## src/rtl/uart_dac_writer_pkg.sv

```systemverilog
// Shared types and helpers for the UART-to-DAC frame writer.
// Optional inter-byte timeout is enabled with UART_DAC_WRITER_TIMEOUT_EN.
package uart_dac_writer_pkg;

    localparam int DEFAULT_SIZE = 32;
    localparam int SAMPLE_W     = 12;
    localparam int COUNTER_W    = 20;

    typedef enum logic [1:0] {
        IDLE,
        RECV,
        PLAY,
        DONE
    } state_e;

    typedef enum logic [2:0] {
        R_IDLE,
        R_START,
        R_DATA,
        R_STOP,
        R_WAIT_HIGH
    } rx_state_e;

    function automatic int calc_clks_per_bit(input int clk_freq, input int baud);
        return clk_freq / baud;
    endfunction

endpackage

```

## src/rtl/uart_dac_writer_if.sv

```systemverilog
// Host/CPU-facing signal bundle of uart_dac_writer: control in, DAC bus and status out.
interface uart_dac_writer_if;
    import uart_dac_writer_pkg::*;

    logic                 start;
    logic [COUNTER_W-1:0] counter;
    logic                 rx;
    logic [SAMPLE_W-1:0]  data_da;
    logic                 da_valid;
    logic                 ready;
    logic                 frame_err;

    modport master (
        output start, counter, rx,
        input  data_da, da_valid, ready, frame_err
    );

    modport slave (
        input  start, counter, rx,
        output data_da, da_valid, ready, frame_err
    );

endinterface

```

## src/rtl/uart_dac_writer_uart_rx_core.sv

```systemverilog
// 8N1 UART receiver: 2-flop synchronizer, mid-bit sampling, one-cycle byte_valid/stop_err pulses.
module uart_rx_core
    import uart_dac_writer_pkg::*;
#(
    parameter int CLKS_PER_BIT = 434
) (
    input  logic       clk_i,
    input  logic       rst_i,
    input  logic       rx_i,
    output logic [7:0] byte_o,
    output logic       byte_valid_o,
    output logic       stop_err_o
);

    localparam int            TW        = $clog2(CLKS_PER_BIT);
    localparam logic [TW-1:0] FULL_LAST = TW'(CLKS_PER_BIT - 1);
    localparam logic [TW-1:0] HALF_LAST = TW'(CLKS_PER_BIT / 2 - 1);

    rx_state_e     state_q;
    logic          rx_meta_q;
    logic          rx_sync_q;
    logic [TW-1:0] timer_q;
    logic [2:0]    bit_idx_q;
    logic [7:0]    shift_q;
    logic          byte_valid_q;
    logic          stop_err_q;

    // NOTE: sequential state uses non-blocking assignments only, so every
    // register sees the pre-edge values of the others regardless of statement order.
    always_ff @(posedge clk_i or posedge rst_i) begin
        if (rst_i) begin
            state_q      <= R_IDLE;
            rx_meta_q    <= 1'b1;
            rx_sync_q    <= 1'b1;
            timer_q      <= '0;
            bit_idx_q    <= '0;
            shift_q      <= '0;
            byte_valid_q <= 1'b0;
            stop_err_q   <= 1'b0;
        end else begin
            rx_meta_q    <= rx_i;
            rx_sync_q    <= rx_meta_q;
            byte_valid_q <= 1'b0;
            stop_err_q   <= 1'b0;
            timer_q      <= timer_q + TW'(1);
            case (state_q)
                R_IDLE: begin
                    timer_q <= '0;
                    if (!rx_sync_q) state_q <= R_START;
                end
                R_START: begin
                    // Line must still be low half a bit later, otherwise it was a glitch.
                    if (timer_q == HALF_LAST) begin
                        timer_q   <= '0;
                        bit_idx_q <= '0;
                        state_q   <= rx_sync_q ? R_IDLE : R_DATA;
                    end
                end
                R_DATA: begin
                    if (timer_q == FULL_LAST) begin
                        timer_q   <= '0;
                        shift_q   <= {rx_sync_q, shift_q[7:1]};
                        bit_idx_q <= bit_idx_q + 3'd1;
                        if (bit_idx_q == 3'd7) state_q <= R_STOP;
                    end
                end
                R_STOP: begin
                    if (timer_q == FULL_LAST) begin
                        timer_q <= '0;
                        if (rx_sync_q) begin
                            byte_valid_q <= 1'b1;
                            state_q      <= R_IDLE;
                        end else begin
                            stop_err_q <= 1'b1;
                            state_q    <= R_WAIT_HIGH;
                        end
                    end
                end
                R_WAIT_HIGH: begin
                    timer_q <= '0;
                    if (rx_sync_q) state_q <= R_IDLE;
                end
                default: state_q <= R_IDLE;
            endcase
        end
    end

    assign byte_o       = shift_q;
    assign byte_valid_o = byte_valid_q;
    assign stop_err_o   = stop_err_q;

endmodule

```

## src/rtl/uart_dac_writer.sv

```systemverilog
// Receives a 2*SIZE-byte UART frame into SIZE 12-bit samples and replays them on the DAC bus.
// Define UART_DAC_WRITER_TIMEOUT_EN to abort reception after TIMEOUT_BITS idle bit times.
module uart_dac_writer
    import uart_dac_writer_pkg::*;
#(
    parameter int CLK_FREQ     = 50_000_000,
    parameter int BAUD         = 115200,
    parameter int SIZE         = DEFAULT_SIZE,
    parameter int TIMEOUT_BITS = 20
) (
    input  logic               sysclk,
    input  logic               rst,
    uart_dac_writer_if.slave   dac_bus
);

    localparam int             CPB    = calc_clks_per_bit(CLK_FREQ, BAUD);
    localparam int             J_W    = $clog2(2 * SIZE);
    localparam int             K_W    = $clog2(SIZE);
    localparam logic [J_W-1:0] J_LAST = J_W'(2 * SIZE - 1);
    localparam logic [K_W-1:0] K_LAST = K_W'(SIZE - 1);

    logic [7:0] rx_byte;
    logic       byte_valid;
    logic       stop_err;

    uart_rx_core #(.CLKS_PER_BIT(CPB)) u_rx (
        .clk_i        (sysclk),
        .rst_i        (rst),
        .rx_i         (dac_bus.rx),
        .byte_o       (rx_byte),
        .byte_valid_o (byte_valid),
        .stop_err_o   (stop_err)
    );

    state_e               state_q;
    logic [J_W-1:0]       j_q;
    logic [K_W-1:0]       k_q;
    logic [7:0]           low_q;
    logic [COUNTER_W-1:0] tick_q;
    logic [COUNTER_W-1:0] period_q;
    logic [SAMPLE_W-1:0]  data_da_q;
    logic                 da_valid_q;
    logic                 ready_q;
    logic                 frame_err_q;
    logic [SAMPLE_W-1:0]  samples_q [SIZE];

    logic                 word_we;
    logic                 pad_err;
    logic [COUNTER_W-1:0] period_d;
    logic                 timeout;

    // NOTE: every always_comb output gets a value on every path, so no latch is inferred.
    always_comb begin
        word_we  = (state_q == RECV) && dac_bus.start && byte_valid && j_q[0];
        pad_err  = (rx_byte[7:4] != 4'd0);
        period_d = (dac_bus.counter == '0) ? COUNTER_W'(1) : dac_bus.counter;
    end

`ifdef UART_DAC_WRITER_TIMEOUT_EN
    localparam int TO_CYCLES = TIMEOUT_BITS * CPB;
    localparam int TO_W      = $clog2(TO_CYCLES + 1);

    logic [TO_W-1:0] idle_q;
    logic            armed_q;

    // Idle counter only runs once the first byte of the frame has arrived.
    always_ff @(posedge sysclk or posedge rst) begin
        if (rst) begin
            idle_q  <= '0;
            armed_q <= 1'b0;
        end else if (state_q != RECV) begin
            idle_q  <= '0;
            armed_q <= 1'b0;
        end else if (byte_valid) begin
            idle_q  <= '0;
            armed_q <= 1'b1;
        end else if (armed_q) begin
            idle_q <= idle_q + TO_W'(1);
        end
    end

    assign timeout = armed_q && !byte_valid && (idle_q == TO_W'(TO_CYCLES - 1));
`else
    assign timeout = 1'b0;
`endif

    // NOTE: the sample buffer has no reset; it is always written before it is played.
    always_ff @(posedge sysclk) begin
        if (word_we) samples_q[j_q[J_W-1:1]] <= {rx_byte[3:0], low_q};
    end

    always_ff @(posedge sysclk or posedge rst) begin
        if (rst) begin
            state_q     <= IDLE;
            j_q         <= '0;
            k_q         <= '0;
            low_q       <= '0;
            tick_q      <= '0;
            period_q    <= COUNTER_W'(1);
            data_da_q   <= '0;
            da_valid_q  <= 1'b0;
            ready_q     <= 1'b0;
            frame_err_q <= 1'b0;
        end else begin
            da_valid_q <= 1'b0;
            case (state_q)
                IDLE: begin
                    j_q         <= '0;
                    k_q         <= '0;
                    frame_err_q <= 1'b0;
                    ready_q     <= 1'b0;
                    if (dac_bus.start) state_q <= RECV;
                end
                RECV: begin
                    if (!dac_bus.start) begin
                        state_q <= IDLE;
                    end else if (timeout) begin
                        frame_err_q <= 1'b1;
                        state_q     <= DONE;
                    end else begin
                        if (stop_err) frame_err_q <= 1'b1;
                        if (byte_valid) begin
                            j_q <= j_q + J_W'(1);
                            if (!j_q[0])     low_q       <= rx_byte;
                            else if (pad_err) frame_err_q <= 1'b1;
                            if (j_q == J_LAST) begin
                                state_q  <= PLAY;
                                k_q      <= '0;
                                tick_q   <= '0;
                                period_q <= period_d;
                            end
                        end
                    end
                end
                PLAY: begin
                    if (!dac_bus.start) begin
                        state_q <= IDLE;
                    end else if (tick_q == period_q - COUNTER_W'(1)) begin
                        // Period is re-sampled on every wrap so changes apply to the next sample.
                        tick_q     <= '0;
                        period_q   <= period_d;
                        data_da_q  <= samples_q[k_q];
                        da_valid_q <= 1'b1;
                        k_q        <= k_q + K_W'(1);
                        if (k_q == K_LAST) state_q <= DONE;
                    end else begin
                        tick_q <= tick_q + COUNTER_W'(1);
                    end
                end
                DONE: begin
                    if (!dac_bus.start) begin
                        state_q <= IDLE;
                        ready_q <= 1'b0;
                    end else begin
                        ready_q <= 1'b1;
                    end
                end
                default: state_q <= IDLE;
            endcase
        end
    end

    assign dac_bus.data_da   = data_da_q;
    assign dac_bus.da_valid  = da_valid_q;
    assign dac_bus.ready     = ready_q;
    assign dac_bus.frame_err = frame_err_q;

endmodule
```

## src/flat_wrapper.sv

```systemverilog
// flat-port wrapper written by rule: the top's interface ports become plain ports
module uart_dac_writer_flat import uart_dac_writer_pkg::*;
#(
    parameter int CLK_FREQ     = 50_000_000,
    parameter int BAUD         = 115200,
    parameter int SIZE         = DEFAULT_SIZE,
    parameter int TIMEOUT_BITS = 20
)
  (sysclk, rst, dac_bus_start, dac_bus_counter, dac_bus_rx, dac_bus_data_da, dac_bus_da_valid, dac_bus_ready, dac_bus_frame_err);
  uart_dac_writer_if dac_bus_i ();
  input  logic sysclk;
  input  logic rst;
  input wire logic [$bits(dac_bus_i.start)-1:0] dac_bus_start;
  input wire logic [$bits(dac_bus_i.counter)-1:0] dac_bus_counter;
  input wire logic [$bits(dac_bus_i.rx)-1:0] dac_bus_rx;
  output wire logic [$bits(dac_bus_i.data_da)-1:0] dac_bus_data_da;
  output wire logic [$bits(dac_bus_i.da_valid)-1:0] dac_bus_da_valid;
  output wire logic [$bits(dac_bus_i.ready)-1:0] dac_bus_ready;
  output wire logic [$bits(dac_bus_i.frame_err)-1:0] dac_bus_frame_err;
  assign dac_bus_i.start = dac_bus_start;
  assign dac_bus_i.counter = dac_bus_counter;
  assign dac_bus_i.rx = dac_bus_rx;
  assign dac_bus_data_da = dac_bus_i.data_da;
  assign dac_bus_da_valid = dac_bus_i.da_valid;
  assign dac_bus_ready = dac_bus_i.ready;
  assign dac_bus_frame_err = dac_bus_i.frame_err;
  uart_dac_writer #(.CLK_FREQ(CLK_FREQ), .BAUD(BAUD), .SIZE(SIZE), .TIMEOUT_BITS(TIMEOUT_BITS)) u_core (.sysclk(sysclk), .rst(rst), .dac_bus(dac_bus_i));
endmodule
```

## config.mk

```make
export PLATFORM = sky130hd
export DESIGN_NAME = uart_dac_writer_flat
export DESIGN_NICKNAME = d
export VERILOG_FILES = /design/src/rtl/uart_dac_writer_pkg.sv /design/src/rtl/uart_dac_writer_if.sv /design/src/rtl/uart_dac_writer_uart_rx_core.sv /design/src/rtl/uart_dac_writer.sv /design/src/flat_wrapper.sv
export SDC_FILE = /design/constraint.sdc
export NUM_CORES = 1
export LEC_CHECK = 0
export CAP_MARGIN = 15
export CORE_ASPECT_RATIO = 0.7
export CORE_MARGIN = 8
export CORE_UTILIZATION = 55
export DETAILED_ROUTE_END_ITERATION = 12
export PLACE_DENSITY = 0.72
export SYNTH_ARGS = -nofsm -noshare
export SYNTH_HDL_FRONTEND = slang
export SYNTH_SLANG_ARGS = --single-unit
```

## constraint.sdc

```tcl
create_clock -name sysclk -period 11.46 [get_ports sysclk]
set_clock_uncertainty 0.15 [all_clocks]
set_input_delay 1.719 -clock sysclk [delete_from_list [all_inputs] [get_ports sysclk]]
set_output_delay 1.719 -clock sysclk [all_outputs]
set_load 0.01 [all_outputs]
```

# Word level (Yosys, flattened, before mapping)
# Memories as Yosys holds them, arrays and structs flattened. A register that Yosys moved wholly into a read port is not among the register bits.
# Index checks and enable logic that the tools add are counted.
[totals]
reg_bits = 91
elab_cells = 145
n_memories = 1
ram_bits = 384
inputBits = 24
[mem_list]
columns = ["memory", "words", "width", "read_ports", "rd_clocked_by_memory_dff", "wr", "line", "rtl"]
rows = [
  ["u_core.samples_q", 32, 12, 1, 1, 1, "uart_dac_writer.sv:45", "logic [SAMPLE_W-1:0] samples_q [SIZE];"],
]
[classes]
n_eq_ne = 30
addsub = 6
n_reduce_logical = 25
bitwise_logic = 1
muxes = 65
[op_table]
columns = ["cell", "count"]
rows = [
  ["$mux W20", 11],
  ["$pmux W20 S2", 2],
  ["$mux W3", 9],
  ["$pmux W9 S3", 1],
  ["$mux W5", 5],
  ["$ne A2 B2 Y1 const B", 12],
  ["$reduce_and A6 Y1", 4],
  ["$add A20 B1 Y20 const B", 1],
  ["$eq A20 B20 Y1", 1],
  ["$logic_not A20 Y1", 1],
  ["$sub A20 B1 Y20 const B", 1],
  ["$mux W2", 9],
  ["$mux W9", 2],
  ["$mux W1", 17],
  ["$pmux W3 S5", 1],
  ["$pmux W5 S3", 1],
  ["$mux W6", 2],
  ["$pmux W6 S2", 1],
  ["$add A9 B1 Y9 const B", 1],
  ["$eq A9 B8 Y1 const B", 1],
  ["$eq A9 B9 Y1 const B", 1],
  ["$reduce_and A3 Y1", 3],
  ["$pmux W2 S4", 1],
  ["$reduce_bool A2 Y1", 4],
  ["25 further kinds", 35],
]

# Longest topological paths before layout
# Gate-level depths: netlist (run 1).
[depth]
ltp_word = 6
depth_mapped = 13
ltp_nobuf = 10

# Modules after synthesis
# Synthesis (run 1) repeated with hierarchy kept, for this count alone.
[hier_totals]
hier_cells = 1120
area_unflattened_um2 = 20208.1
[modules_own_cells]
columns = ["mod", "cells_per_inst", "seq_area_each_um2", "n_inst", "area_per_inst_um2"]
rows = [
  ["uart_dac_writer", 1010, 13434.1, 1, 18953.2],
  ["uart_rx_core", 110, 678.2, 1, 1255.0],
]

# Worst setup path after synthesis (run 1)
# No wires, ideal clock.
[synth_timing]
kind = "register to register"
start = "register u_core.period_q[1]"
end = "register u_core.period_q[10]"
required_time_ns = 11.183
path_buffers = 2
path_stages_with_launch = 13
slack_ns = 7.559
synth_period_minus_slack_ns = 3.901
setup_ns = 0.127
t_arrival_ns = 3.624
cell_sequence = "dfrtp_1 > inv_1 > ha_1 > or4b_4 > or3_1 > a2111oi_2 > nand4_1 > or3_1 > or4_1 > buf_2 > a21oi_4 > buf_6 > mux2_1"
[synth_via]
elab_chain_len = 4
[synth_lines]
columns = ["element", "line", "rtl"]
rows = [
  ["start: declaration", "uart_dac_writer.sv:40", "logic [COUNTER_W-1:0] period_q;"],
  ["start signal: assignment", "uart_dac_writer.sv:130", "period_q <= period_d;"],
  ["start signal: assignment", "uart_dac_writer.sv:141", "period_q <= period_d;"],
  ["$sub A20 B1 Y20", "uart_dac_writer.sv:138", "end else if (tick_q == period_q - COUNTER_W'(1)) begin"],
  ["$eq A20 B20 Y1", "uart_dac_writer.sv:138", ""],
  ["$ne A2 B1 Y1 (no line)", "n/a", ""],
  ["$reduce_and A6 Y1 (no line)", "n/a", ""],
]
# Every way passes these cells.
# A chain may end at the register's enable or synchronous reset.

# Worst setup path in the final report (run 1)
[layout_timing]
start = "register u_core.period_q[0]"
end = "register u_core.data_da_q[9] (netlist: u_core.dac_bus.data_da[9]) (read register of u_core.samples_q)"
[layout_via]
elab_chain_len = 3
[layout_lines]
columns = ["element", "line", "rtl"]
rows = [
  ["$sub A20 B1 Y20", "uart_dac_writer.sv:138", ""],
  ["$eq A20 B20 Y1", "uart_dac_writer.sv:138", ""],
  ["$reduce_and A3 Y1 (no line)", "n/a", ""],
  ["end: declaration", "uart_dac_writer.sv:41", "logic [SAMPLE_W-1:0] data_da_q;"],
]
# Every way passes these cells.

==> flow_metrics.env, run 1 <==
export IMPL_status="finished clean"
export IMPL_synth_net_count=1178
export IMPL_period_share=0.417
export IMPL_wl_per_cell_um=26.6
export IMPL_cts_hold_buf=0
export IMPL_synth_cell_types=63
export IMPL_coreArea_um2=36100
export IMPL_clockBufferDepth=3
export IMPL_drt_iter0_drc=1112
export IMPL_ant_nets=0
export IMPL_min_period_ns=4.78
export IMPL_die_y_um=177
export IMPL_yosysTopAreaCell="edfxtp_1"
export IMPL_viasPerCell=6.30
export IMPL_grt_pass1_wl_um=68500
export IMPL_leakagePower_nw=8.65
export IMPL_crit_fanout=12
export IMPL_area_growth_pct=12.0
export IMPL_drive_above_1_share=0.221
export IMPL_tightestPinTransition_ns=1.16
export IMPL_cts_sinks=487
export IMPL_arrival_ns=5.08
export IMPL_rsz0062_at_grt="no"
export IMPL_yosysWarnings=0
export IMPL_synth_edf_count=384
export IMPL_num_io_pins=39
export IMPL_p_clk_frac=0.380
export IMPL_swShare=0.240
export IMPL_synth_top_area_frac=0.570
export IMPL_critPathLaunchType="register"
export IMPL_async_reset_ff_frac=0.211
export IMPL_clk_insertion_delay_late_ns=0.57
export IMPL_h_tree_depth=2
export IMPL_stdcell_area_um2=22700
export IMPL_crit_required_ns=11.76
export IMPL_reg2reg_depth=10
export IMPL_setup_slack_ns=6.68
export IMPL_p_total_w=0.00375
export IMPL_synth_area_top_cells="edfxtp_1, mux4_2, dfrtp_1"
export IMPL_cts_buffers=45
export IMPL_rows=58
export IMPL_seq_area_frac_synth=0.697
export IMPL_hold_viol_final=0
export IMPL_p_int_w=0.00285
export IMPL_clkSlewWorstSetupHoldPaths_ns=0.07
export IMPL_timing_hold_ws_ns=0.206
export IMPL_crit_type="register to register"
export IMPL_crit_path_end_kind="register"
export IMPL_root_buffer="clkbuf_16"
export IMPL_relSlewSlack=0.226
export IMPL_grt_pass1_vias=10500
export IMPL_initial_utilization=0.561
export IMPL_die_w_um=245
export IMPL_cap_violations=0
export IMPL_whs_path_depth=0
export IMPL_syn_inst=1139
export IMPL_drt_pass1_iter_count=5
export IMPL_power_frac_comb=0.083
export IMPL_cts_repair_resized=0
export IMPL_drt_wl_total_um=45500
export IMPL_synthFlopType="edfxtp_1"
export IMPL_final_net_count=1235
export IMPL_slew_violations=0
export IMPL_power_switching_w=0.000898
export IMPL_cts_tree="yes"
export IMPL_place_congestion=0.834
export IMPL_syn_avg_cell_area_um2=17.8
export IMPL_p_seq_frac=0.536
export IMPL_drc=0
export IMPL_die_area_um2=43300
export IMPL_grt_max_degree=68
export IMPL_dp_slack_ns=6.21
export IMPL_io_buffer_count=38
export IMPL_max_freq_mhz=209
export IMPL_ys_ff_latch=487
export IMPL_synthesis_area_um2=20200
export IMPL_setup_viol=0
export IMPL_setup_tns_ns=0
export IMPL_post_cts_buffers=0
export IMPL_globalRouteOverflowTotal=0
export IMPL_grt_use_total=0.211
export IMPL_ir_drop_uv=118
export IMPL_vias=10800
export IMPL_placed_area_um2=21100
export IMPL_power_density_nw_per_um2=165
export IMPL_hold_class="register to register"
export IMPL_hpwl_um=29100
export IMPL_antenna_found_initial=2
[state kept, by name (all words and copies together) (netlist names), 2 cells and up]
register / cells
u_core.samples_q: 384
u_core.period_q: 20
u_core.tick_q: 20
u_core.dac_bus.data_da: 12
u_core.u_rx.timer_q: 9
u_core.low_q: 8
u_core.u_rx.byte_o: 8
u_core.j_q: 6
u_core.k_q: 5
u_core.u_rx.bit_idx_q: 3
u_core.u_rx.state_q: 3
u_core.state_q: 2
[routing by layer]
layer	global-route usage	up-vias	part of all wire
met3	0.0628	56	0.096
met2	0.292	458	0.43
met5	0.0181	-	0.0023
li1	-	4639	-
met4	0.0416	2	0.013
met1	0.329	5623	0.45
[layout make-up]
cell class	instances	area, um2
multi-input combinational	573	5810
fill	2489	13400
tap	480	601
timing repair buffer	67	677
clock buffer	59	1200
antenna	1	2.50
inverter	22	85.1
sequential	487	14100
clock inverter	22	183
[cells by family after synthesis]
group                    after synthesis  share of synthesized area
adder cells (fa/ha/maj)               15                    0.00927
buffers and inverters                 79                     0.0161
multiplexers                         184                      0.169
XOR/XNOR                              40                     0.0173
AND/OR/NAND/NOR                      253                     0.0645
flip-flops                           487                      0.697
AO/OA/AOI/OAI                         81                     0.0271
[critical path, cell delays in order (launching register included)]
cell       delay (ns)
dfstp_2          0.40
inv_1            0.09
ha_1             0.20
or4b_4           0.50
or3_1            0.38
a2111oi_2        0.35
nand4_1          0.19
or3_1            0.44
nor4_2           0.76
nand3_1          0.71
mux2_2           0.49
[stage by stage]
step / utilization / instances
CTS: 0.624 / 1697
global placement: 0.585 / 1616
global route: 0.629 / 1710
detailed placement: 0.585 / 1616
floorplan: - / 1139
finish: 0.629 / 1711
[cells in the final DEF, fill, tap and decap left out, drive strengths merged, types with 4 or more instances in the layout]
cell type and count:
edfxtp 384, mux4 120, dfrtp 100, nor2 83
clkbuf 59, mux2 58, clkdlybuf4s50 38, nand2 36
nand3 30, buf 29, inv 23, o21ai 22
xnor2 21, xor2 19, clkinv 18, a21oi 16
ha 15, nor4 15, and3 13, nand2b 13
or3 9, nor3 9, nand4 9, a31oi 6
and2 6, mux2i 6, or4 6, or2 5
a211o 4, nor4b 4, a211oi 4, nor2b 4
[cells in the mapped netlist, types with 15 or more instances]
cell	instances
a21oi_1	15
buf_1	16
clkbuf_1	35
dfrtp_1	100
edfxtp_1	384
ha_1	15
inv_1	22
mux2_2	44
mux4_2	120
nand2_1	36
nand3_1	30
nor2_1	83
o21ai_0	22
xnor2_1	21
xor2_1	19
[power by group through the flow]
stage	Clock [W]	Combinational, W	Sequential, W
after floorplan	0	0.000255	0.00201
after global placement	0	0.000297	0.00204
after detailed placement	0	0.000306	0.00204
after CTS	0.00145	0.000308	0.00201
after global routing	0.00151	0.000345	0.00202
final	0.00143	0.000313	0.00201
[final timing paths]
check,from,endpoint,slack [ns]
max reg2reg,u_core.period_q[0],u_core.dac_bus.data_da[9],6.68
max,u_core.period_q[0],u_core.dac_bus.data_da[9],6.68
min,u_core.u_rx.rx_meta_q,u_core.u_rx.rx_sync_q,0.21
min in group asynchronous,rst,u_core.u_rx.bit_idx_q[1],1.37
max in group asynchronous,rst,u_core.k_q[1],8.41
min reg2reg,u_core.u_rx.rx_meta_q,u_core.u_rx.rx_sync_q,0.21
Note: power is estimated with default switching activity, not from simulation.
==> run 2: changes to the inputs <==
Settings changed: PLACE_DENSITY 0.72 to 0.75.
Clock period 11.46 ns to 4.3 ns, I/O delays scaled along.
==> run 2 against run 1 <==
Combinational power rose to 2.9 times the previous value. Cell count increased by 2.2%. Via count up 2.0%. Maximum frequency increased by 16%. Routed wire length up 0.70%. Global-route usage is 0.19 points higher. Sequential power increased to 2.7 times the previous value. Core utilization up 1.0 points. Sequential share of layout area fell by 0.98 points. Clock power grew to 2.7 times the previous value. Non-clock buffer count increased by 38. Highest routed layer unchanged.
==> flow_metrics.env, run 2 (synthesis results as in run 1) <==
export IMPL_cpPeakStageDelay_ns=0.50
export IMPL_hold_class="register to register"
export IMPL_drt_pass1_iter_count=5
export IMPL_grt_use_total=0.213
export IMPL_initial_utilization=0.561
export IMPL_power_frac_comb=0.091
export IMPL_cts_tree="yes"
export IMPL_cts_repair_resized=0
export IMPL_drive_above_1_share=0.247
export IMPL_post_cts_buffers=0
export IMPL_cpMostUsedCell="or3_1"
export IMPL_cts_sinks=487
export IMPL_viasPerCell=6.29
export IMPL_mostFrequentLayoutCell="edfxtp_1"
export IMPL_n_antenna_cell=0
export IMPL_grt_pass1_wl_um=69600
export IMPL_swShare=0.243
export IMPL_hpwl_um=29100
export IMPL_crit_fanout=34
export IMPL_wl_per_cell_um=26.2
export IMPL_power_switching_w=0.00244
export IMPL_p_int_w=0.00761
export IMPL_p_seq_frac=0.532
export IMPL_drt_wl_total_um=45800
export IMPL_regArea_um2=14100
export IMPL_path_buf_inv=2
export IMPL_vias=11000
export IMPL_die_area_um2=43300
export IMPL_multi_input_area_um2=5810
export IMPL_root_buffer="clkbuf_16"
export IMPL_cp_cell_sequence="inv_1, ha_1, or4b_4, or3_1, a2111oi_2, nand4_1, or3_1, or4_1, a21oi_4, buf_12, mux2_1"
export IMPL_relSlewSlack=0.224
export IMPL_max_freq_mhz=243
export IMPL_largest_reg_flops=384
export IMPL_die_w_um=245
export IMPL_dp_slack_ns=0.229
export IMPL_leakagePower_nw=8.87
export IMPL_p_clk_frac=0.377
export IMPL_globalRouteOverflowTotal=0
export IMPL_antenna_found_initial=2
export IMPL_clockBufferDepth=3
export IMPL_setup_tns_ns=0
export IMPL_final_cell_mix="edfxtp_1, mux4_2, dfrtp_1"
export IMPL_coreArea_um2=36100
export IMPL_status="finished clean"
export IMPL_cts_hold_buf=0
export IMPL_drt_iter0_drc=1373
export IMPL_slew_violations=0
export IMPL_ir_drop_uv=309
export IMPL_clkSlewWorstSetupHoldPaths_ns=0.06
export IMPL_area_growth_pct=13.8
export IMPL_grt_pass1_vias=10900
export IMPL_crit_required_ns=4.57
export IMPL_grt_max_degree=53
export IMPL_io_buffer_count=38
export IMPL_setup_slack_ns=0.188
export IMPL_ant_nets=0
export IMPL_arrival_ns=4.38
export IMPL_cap_violations=0
export IMPL_hold_viol_final=0
export IMPL_crit_path_end_kind="register"
export IMPL_p_total_w=0.0101
export IMPL_place_congestion=0.897
export IMPL_setup_viol=0
export IMPL_die_y_um=177
export IMPL_rows=58
export IMPL_cts_buffers=45
export IMPL_h_tree_depth=2
export IMPL_critical_path_top_delay_family="simple AND/OR/NAND/NOR gates"
export IMPL_drc=0
export IMPL_clk_insertion_delay_late_ns=0.56
export IMPL_rsz0062_at_grt="no"
export IMPL_power_density_nw_per_um2=436
export IMPL_final_net_count=1273
export IMPL_min_period_ns=4.11
export IMPL_period_share=0.956
export IMPL_fillers=2424
export IMPL_tightestPinTransition_ns=1.16
export IMPL_critPathLaunchType="register"
export IMPL_crit_type="register to register"
export IMPL_num_io_pins=39
export IMPL_crit_path_top_delay_cell="or4b_4"
run 2: changes by cell type in the layout (fill, tap and decap cells not counted), sizes merged:
cell      before  now
clkinvlp       1    4
diode          1    0
clkbuf        59   55
inv           23   25
buf           29   67
run 2: area by class of cell:
cell class	count	area share
sequential	487	0.613
multi-input combinational	573	0.252
clock buffer	55	0.0514
timing repair buffer	105	0.0455
tap	480	0.0261
clock inverter	27	0.00836
inverter	22	0.00369
run 2: through the flow:
step                hold WS, ns   util  cell area (um2)  std cells
floorplan                 0.195      -            20200       1139
global placement          0.196  0.595            21500       1660
detailed placement        0.199  0.595            21500       1660
CTS                       0.208  0.633            22800       1742
global route              0.217  0.639            23000       1749
finish                    0.207  0.639            23000       1749
run 2: layer usage:
layer,up-vias,track usage,share of wire
li1,4715,-,-
met1,5714,0.327,0.44
met2,501,0.309,0.45
met3,66,0.0515,0.092
met4,2,0.0473,0.017
met5,-,0,0.00026
run 2: power groups by stage:
| stage | clock (W) | combinational, W | sequential, W |
|---|---|---|---|
| finish | 0.00379 | 0.000912 | 0.00535 |
| global route | 0.00404 | 0.000988 | 0.00536 |
| CTS | 0.00384 | 0.000892 | 0.00534 |
| detailed placement | 0 | 0.000886 | 0.00544 |
| global placement | 0 | 0.000862 | 0.00543 |
| floorplan | 0 | 0.000678 | 0.00535 |
run 2: worst reg2reg max path: stages, from the launching register on:
cell and delay (ns):
dfrtp_1 0.43, inv_1 0.08, ha_1 0.18, or4b_4 0.50, or3_1 0.38, a2111oi_2 0.35
nand4_1 0.19, or3_1 0.44, or4_1 0.49, a21oi_4 0.20, buf_12 0.24, mux2_1 0.37
run 2: worst paths after layout:
check | slack (ns) | depth (start not counted) | startpoint | end
setup / recovery | 0.19 | 11 | u_core.period_q[1] | u_core.period_q[5]
hold / removal | 0.21 | 0 | u_core.u_rx.rx_meta_q | u_core.u_rx.rx_sync_q
setup reg to reg | 0.19 | 11 | u_core.period_q[1] | u_core.period_q[5]
hold reg to reg | 0.21 | 0 | u_core.u_rx.rx_meta_q | u_core.u_rx.rx_sync_q
max in group asynchronous | 2.80 | 3 | rst | u_core.period_q[0]
min in group asynchronous | 0.39 | 2 | rst | u_core.u_rx.byte_o[3]
